**config.mk**
```make
export PLATFORM = sky130hd
export DESIGN_NAME = wave_capture_ram
export DESIGN_NICKNAME = d
export VERILOG_FILES = /design/src/rtl/wave_pkg.sv /design/src/rtl/wave_trig_detect.sv /design/src/rtl/wave_capture_ram.sv
export SDC_FILE = /design/constraint.sdc
export NUM_CORES = 1
export LEC_CHECK = 0
export CAP_MARGIN = 20
export CELL_PAD_IN_SITES_DETAIL_PLACEMENT = 2
export CELL_PAD_IN_SITES_GLOBAL_PLACEMENT = 2
export CORE_MARGIN = 1.5
export CORE_UTILIZATION = 33
export CTS_BUF_LIST = sky130_fd_sc_hd__clkbuf_4
export CTS_CLUSTER_DIAMETER = 100
export DETAILED_ROUTE_END_ITERATION = 10
export PLACE_DENSITY_LB_ADDON = 0.1
export SKIP_LAST_GASP = 1
export SYNTH_ARGS = -nofsm -noshare
export SYNTH_HDL_FRONTEND = slang
export SYNTH_SLANG_ARGS = --single-unit
```
**constraint.sdc**
```tcl
create_clock -name clk -period 2.1 [get_ports clk]
set_input_delay 0.315 -clock clk [delete_from_list [all_inputs] [get_ports clk]]
set_output_delay 0.315 -clock clk [all_outputs]
set_load 0.01 [all_outputs]
```
**src/rtl/wave_pkg.sv**
```systemverilog
// Shared types and default geometry for the waveform capture block.
package wave_pkg;
    localparam int WAVE_ADDR_W = 12;
    localparam int WAVE_DATA_W = 8;
    localparam int WAVE_DEPTH  = 4096;
    // One extra bit so a full 2**ADDR_W capture can reach its terminal count
    localparam int DEPTH_CNT_W = WAVE_ADDR_W + 1;

    typedef enum logic [1:0] {
        IDLE    = 2'd0,
        ARMED   = 2'd1,
        CAPTURE = 2'd2
    } wave_state_e;
endpackage

```
**src/rtl/wave_trig_detect.sv**
```systemverilog
// Rising level-crossing detector: registered previous sample, combinational hit.
module wave_trig_detect #(
    parameter int DATA_W = 8
) (
    input  logic              clk,
    input  logic              rst_n,
    input  logic              clear_i,
    input  logic              en_i,
    input  logic              valid_i,
    input  logic [DATA_W-1:0] sample_i,
    input  logic [DATA_W-1:0] level_i,
    output logic              hit_o
);
    logic [DATA_W-1:0] prev_q;
    logic              prev_valid_q;

    always_ff @(posedge clk or negedge rst_n) begin
        if (!rst_n) begin
            prev_q       <= '0;
            prev_valid_q <= 1'b0;
        end else if (clear_i) begin
            prev_valid_q <= 1'b0;
        end else if (en_i && valid_i) begin
            prev_q       <= sample_i;
            prev_valid_q <= 1'b1;
        end
    end

    // The first sample after arming only seeds prev and can never fire
    assign hit_o = en_i && valid_i && prev_valid_q &&
                   (prev_q < level_i) && (sample_i >= level_i);
endmodule

```
**src/rtl/wave_capture_ram.sv**
```systemverilog
// Arms on start, optionally waits for a rising trigger, then writes DEPTH samples to RAM.
module wave_capture_ram
    import wave_pkg::*;
#(
    parameter int ADDR_W = WAVE_ADDR_W,
    parameter int DATA_W = WAVE_DATA_W,
    parameter int DEPTH  = WAVE_DEPTH
) (
    input  logic              clk,
    input  logic              rst_n,
    input  logic              start,
    input  logic              abort,
    input  logic              trig_en,
    input  logic [DATA_W-1:0] trig_level,
    input  logic              sample_valid,
    input  logic [DATA_W-1:0] sample,
    output logic [ADDR_W-1:0] ram_address,
    output logic [DATA_W-1:0] ram_data,
    output logic              ram_wren,
    output logic              busy,
    output logic              triggered,
    output logic              done
);
    localparam int CNT_W = ADDR_W + 1;
    localparam logic [CNT_W-1:0] LAST = CNT_W'(DEPTH - 1);

    wave_state_e       state_q, state_d;
    logic [CNT_W-1:0]  cnt_q, cnt_d;
    logic              trig_en_q, trig_en_d;
    logic [DATA_W-1:0] level_q, level_d;
    logic [ADDR_W-1:0] addr_q, addr_d;
    logic [DATA_W-1:0] data_q, data_d;
    logic              wren_d, done_d;
    logic              wren_q, busy_q, trig_q, done_q;
    logic              arm, hit;

    assign arm = (state_q == IDLE) && start && !abort;

    wave_trig_detect #(.DATA_W(DATA_W)) u_trig (
        .clk      (clk),
        .rst_n    (rst_n),
        .clear_i  (arm),
        .en_i     ((state_q == ARMED) && trig_en_q),
        .valid_i  (sample_valid),
        .sample_i (sample),
        .level_i  (level_q),
        .hit_o    (hit)
    );

    always_comb begin
        state_d   = state_q;
        cnt_d     = cnt_q;
        trig_en_d = trig_en_q;
        level_d   = level_q;
        addr_d    = addr_q;
        data_d    = data_q;
        wren_d    = 1'b0;
        done_d    = 1'b0;
        unique case (state_q)
            IDLE: begin
                if (arm) begin
                    trig_en_d = trig_en;
                    level_d   = trig_level;
                    cnt_d     = '0;
                    state_d   = ARMED;
                end
            end
            ARMED: begin
                if (abort) begin
                    state_d = IDLE;
                end else if (sample_valid && (!trig_en_q || hit)) begin
                    addr_d  = '0;
                    data_d  = sample;
                    wren_d  = 1'b1;
                    cnt_d   = CNT_W'(1);
                    state_d = CAPTURE;
                end
            end
            CAPTURE: begin
                if (abort) begin
                    state_d = IDLE;
                end else if (sample_valid) begin
                    addr_d = cnt_q[ADDR_W-1:0];
                    data_d = sample;
                    wren_d = 1'b1;
                    cnt_d  = cnt_q + CNT_W'(1);
                    if (cnt_q == LAST) begin
                        done_d  = 1'b1;
                        state_d = IDLE;
                    end
                end
            end
            default: state_d = IDLE;
        endcase
    end

    always_ff @(posedge clk or negedge rst_n) begin
        if (!rst_n) begin
            state_q   <= IDLE;
            cnt_q     <= '0;
            trig_en_q <= 1'b0;
            level_q   <= '0;
            addr_q    <= '0;
            data_q    <= '0;
            wren_q    <= 1'b0;
            busy_q    <= 1'b0;
            trig_q    <= 1'b0;
            done_q    <= 1'b0;
        end else begin
            state_q   <= state_d;
            cnt_q     <= cnt_d;
            trig_en_q <= trig_en_d;
            level_q   <= level_d;
            addr_q    <= addr_d;
            data_q    <= data_d;
            wren_q    <= wren_d;
            busy_q    <= (state_d != IDLE);
            trig_q    <= (state_d == CAPTURE);
            done_q    <= done_d;
        end
    end

    assign ram_address = addr_q;
    assign ram_data    = data_q;
    assign ram_wren    = wren_q;
    assign busy        = busy_q;
    assign triggered   = trig_q;
    assign done        = done_q;
endmodule
```
# Yosys cells after proc, flatten, opt, wreduce, memory -nomap -nowiden
# Index checks and enable logic that the tools add are counted.
[word_totals]
reg_bits = 57
inputBits = 22
word_cells = 79
[classes]
add_sub_neg = 1
n_lt_le_gt_ge = 2
eq_ne = 9
muxes = 34
bitwise_logic = 1
n_reduce_logical = 20
[ops]
columns = ["op", "count"]
rows = [
  ["2-to-1 mux 13 bit", 5],
  ["2-to-1 mux 12 bit", 4],
  ["one-hot mux 13 bit (3 select lines)", 1],
  ["2-to-1 mux 8 bit", 4],
  ["one-hot mux 12 bit (2 select lines)", 1],
  ["one-hot mux 8 bit (2 select lines)", 1],
  ["adder 13 x 1 -> 13 bit (second input constant)", 1],
  ["equality test 13 x 12 -> 1 bit (second input constant)", 1],
  ["2-to-1 mux 2 bit", 6],
  ["2-to-1 mux 1 bit", 10],
  [">= comparator 8 bit", 1],
  ["logical AND 1 bit", 8],
  ["less-than comparator 8 bit", 1],
  ["!= test 2 bit (second input constant)", 4],
  ["one-hot mux 2 bit (3 select lines)", 1],
  ["AND reduction 6 bit", 1],
  ["nonzero test 2 bit", 3],
  ["AND reduction 5 bit", 1],
  ["equality test 2 bit (second input constant)", 2],
  ["AND reduction 2 bit", 2],
  ["nonzero test 3 bit", 1],
  ["equality test 2 x 1 -> 1 bit (second input constant)", 1],
  ["logical NOT 1 bit", 2],
  ["logical NOT 2 bit", 1],
  ["4 further kinds", 4],
]

# Logic depth before layout (Yosys ltp)
[logic_depth]
ltp_word = 12
ltp_mapped = 9
depth_no_buf = 8

# Hierarchy
# Synthesis repeated with hierarchy kept, for this count alone.
[hier_totals]
cells_unflattened = 290
area_unflattened_um2 = 3074.2
[modules_own_cells]
columns = ["module", "n_inst", "cells_per_inst", "area_per_inst_um2"]
rows = [
  ["wave_capture_ram", 1, 222, 2354.8],
  ["wave_trig_detect", 1, 68, 719.4],
]

# Worst setup path after synthesis
# Ideal clock, no wire load.
[synth_path]
path_kind = "register to register"
startpoint = "register level_q[0]"
endpoint = "register cnt_q[12]"
t_arrival_ns = 2.167
setup_slack_ns = -0.163
stages_incl_launch_ff = 8
period_less_slack_ns = 2.263
cell_sequence = "dfrtp_1 -> ha_1 -> nand2b_1 -> a211oi_1 -> o311a_1 -> o221a_4 -> or4_1 -> o31ai_1"
[synth_via]
elab_chain_len = 7
elab_cells_between_ends = 8
classes_between = "order compare: 2; eq/ne: 1; reduce/logical: 5"
[synth_rtl]
columns = ["item", "line", "source"]
rows = [
  ["start: declaration", "wave_capture_ram.sv:30", "logic [DATA_W-1:0] level_q, level_d;"],
  ["start signal: assignment", "wave_capture_ram.sv:113", "level_q <= level_d;"],
  ["less-than comparator 8 bit", "wave_trig_detect.sv:31", "(prev_q < level_i) && (sample_i >= level_i);"],
  ["logical AND 1 bit", "wave_trig_detect.sv:30", "assign hit_o = en_i && valid_i && prev_valid_q &&"],
  ["logical AND 1 bit (*)", "wave_trig_detect.sv:31", ""],
  ["logical OR 1 bit (*)", "wave_capture_ram.sv:71", "end else if (sample_valid && (!trig_en_q || hit)) begin"],
  ["logical AND 1 bit (*)", "wave_capture_ram.sv:71", ""],
  ["!= test 2 x 1 -> 1 bit (no source line) (*)", "n/a", ""],
  ["AND reduction 6 bit (no source line) (*)", "n/a", ""],
  ["end signal: assignment", "wave_capture_ram.sv:111", "cnt_q <= cnt_d;"],
  ["end: declaration", "wave_capture_ram.sv:28", "logic [CNT_W-1:0] cnt_q, cnt_d;"],
]
# Mark *: on every way between the ends. The rest lies on a longest branch, timed or not.
# A chain may end at the register's enable or synchronous reset.

# Worst setup path in the final report
[layout_path]
startpoint = "register level_q[1]"
endpoint = "register cnt_q[8]"
# Same word-level chain as after synthesis.

==> flow_summary.yaml <==
final_layout:
  diodes: 0
  syn_to_final_growth_pct: 49.2
  final_cells: 504
  multi_input_area_mm2: 0.00187
  regArea_mm2: 0.00143
  layout-drive-gt1-share_pct: 39.1
  fillers: 894
  fin_area_mm2: 0.00457
  layout.nets: 434
setup_path:
  startpoint_type: "flop"
  worstPathRequired_ns: 2.44
  path_class: "reg2reg"
  worstPathArrival_ns: 2.69
  crit_path_end_kind: "flop"
  critPathMaxFanout: 8
floorplanning:
  core_mm2: 0.00885
  io_pins: 46
  die_y_um: 99.4
  dieArea_mm2: 0.00987
  start_util_pct: 34.6
  dieWidth_um: 99.4
  rows: 34
logic_synthesis:
  synth_cell_type_count: 43
  yosysMostFrequentCell: "dfrtp_1"
  netlist.area_leader.share_pct: 46.5
  ys.flop_type: "dfrtp_1"
  synth_top_cell_by_area: "dfrtp_1"
  netlist_instances: 289
  synth_edf_count: 0
  ys_ff_latch: 57
  yosys_warnings: 0
  synth_area_leaders: "dfrtp_1, mux2_2, ha_1"
  synthArstFlopShare_pct: 100
  syn-cell-area_mm2: 0.00306
  synth.avg_cell_area_um2: 10.6
  ys_seq_area_share_pct: 46.5
  yosys-top-cells-count: "dfrtp_1, o31ai_1, o21ai_0"
  synth_nets: 332
placed_design:
  place_congestion: 0.740
  place_inst: 479
  place_ws_ns: -0.680
  place_hpwl_mm: 7.07
  dpl-instance-area_mm2: 0.00404
  io_buffers: 45
timing:
  finalCritPeriodShare_pct: 112
  maxSlewViolCount: 0
  worst_pin_slew_ns: 0.533
  fin_crit_ns: 2.35
  finalClockSkew_ns: 0.0189
  rsz0062_at_grt: "true"
  setup_slack_ns: -0.253
  tns_ns: -5.39
  hold_violations: 0
  finalSetupViolCount: 36
  slew_headroom_pct: 64.5
  fmax_mhz: 425
drt:
  vias: 2846
  drtIter0Drc: 94
  drcViolationCount: 0
  drt_first_pass_iters: 4
  drt-total-wl_mm: 11.9
  viasPerCell: 5.65
  wl_per_cell_um: 23.5
  detail-route-antenna-nets: 0
clocking:
  clk_pin_slew_ns: 0.12
  clk_latency_ns: 0.43
  clkSinkCount: 57
  numCtsBuffers: 9
  cts_tree: "built"
  clockRootBuffer: "clkbuf_4"
  htreeDepth: 3
  cts_buffer_depth: 2
grt:
  overflow: 0
  grt_usage_pct: 23.7
  grt_max_degree: 37
  grt_pass1_vias: 3199
  antenna_found_initial: 0
  grt_pass1_wl_mm: 17.7
power_and_ir_drop:
  p_leak_uw: 0.00194
  fin_total_pwr_uw: 5510
  vdd_ir_drop_max_v: 0.000520
  p_per_area_mw_per_mm2: 1200
run_status:
  violations: "negative setup slack"
  run_status: "finished, violations left"
hold_path:
  hold_path_class: "in2reg"
flow_run:
  drv_cap: 0
metal layers:
| metal | global-route usage [%] | wire, um |
|---|---|---|
| met1 | 31.8 | 5400 |
| met5 | 0 | 0 |
| met2 | 39.3 | 5780 |
| met4 | 7.69 | 399 |
| met3 | 3.72 | 273 |
path summary, 6_finish.rpt:
kind                       startpoint         endpoint  slack [ns]  cells past startpoint
setup / recovery           level_q[1]         cnt_q[8]       -0.25                      7
hold / removal              sample[0]      ram_data[0]        0.38                      3
setup reg to reg           level_q[1]         cnt_q[8]       -0.25                      7
hold reg to reg            level_q[4]       level_q[4]        0.52                      1
max in group asynchronous       rst_n  ram_address[11]        1.10                      3
min in group asynchronous       rst_n       level_q[3]        0.39                      2
cell type report:
type                    count  area share (%)
well taps                 108            2.95
repair buffers            106            20.8
inverters                  15            1.23
flip-flops and latches     57            31.2
clock inverters             7            1.56
multi-input cells         202            40.8
clock buffers               9            1.48
sequential cells by signal, indices dropped and copies added, names as in the netlist:
register / flops
trig_en_q: 1
busy: 1
u_trig.prev_q: 8
u_trig.prev_valid_q: 1
state_q: 2
cnt_q: 13
done: 1
ram_wren: 1
ram_data: 8
level_q: 8
ram_address: 12
triggered: 1
cell families (layout without fill, tap and decap cells):
kind of cell	count (synthesis)	in the layout	synth area share [%]
and+or+nand+nor	68	68	11.6
muxes	25	25	9.19
buffers and inverters	30	137	3.72
AOI/OAI and AO/OA	88	88	20.3
adders and majority gates	21	21	8.57
DFF	57	57	46.5
cells in the final DEF, fill, tap and decap left out, types with 3 or more instances in the layout:
| master | synthesis | final |
|---|---|---|
| buf_12 | 0 | 3 |
| ha_1 | 21 | 11 |
| mux2_4 | 0 | 8 |
| nand2_1 | 22 | 21 |
| ha_4 | 0 | 9 |
| nor2_1 | 8 | 8 |
| clkbuf_4 | 0 | 9 |
| a21oi_2 | 0 | 3 |
| a31oi_1 | 5 | 5 |
| nand2b_1 | 4 | 3 |
| and3_1 | 7 | 7 |
| o31ai_2 | 0 | 9 |
| clkinvlp_4 | 0 | 3 |
| buf_4 | 0 | 55 |
| o21ai_2 | 0 | 3 |
| a21oi_1 | 10 | 7 |
| o21ai_0 | 26 | 20 |
| o31ai_1 | 27 | 13 |
| mux2_2 | 25 | 17 |
| o21a_1 | 3 | 3 |
| o21ai_1 | 0 | 3 |
| inv_1 | 15 | 9 |
| nand4_1 | 3 | 3 |
| dfrtp_1 | 57 | 57 |
| o31ai_4 | 0 | 5 |
| inv_2 | 0 | 6 |
| nand3_1 | 7 | 7 |
| clkdlybuf4s50_1 | 0 | 43 |
metrics by stage:
step	hold WS, ns	utilization (%)
5_1_grt	0.387	51.7
4_1_cts	0.376	49.9
3_3_place_gp	0.325	45.6
6_report	0.378	51.7
2_1_floorplan	0.0194	-
3_5_place_dp	0.328	45.6
critical path, stage by stage, from the launching register on:
cell and delay (ns):
dfrtp_1 0.42, inv_2 0.09, ha_4 0.20, a2111oi_4 0.41
o211ai_2 0.16, o221a_4 0.31, or3_4 0.42, o31ai_2 0.24
what timing repair did:
item | in CTS | in global routing
hold buffers | 1 | 0
gates resized for setup | 48 | 18
hold endpoints to repair | 21 | 0
setup buffers | 3 | 5
setup endpoints to repair | 37 | 44
pin swaps | 7 | 11
where the power goes:
part	total (uW)	switching [uW]	internal [uW]
clock	853	494	359
combinational	3020	1510	1520
sequential	1630	245	1390
Note: power is estimated with default switching activity, not from simulation.
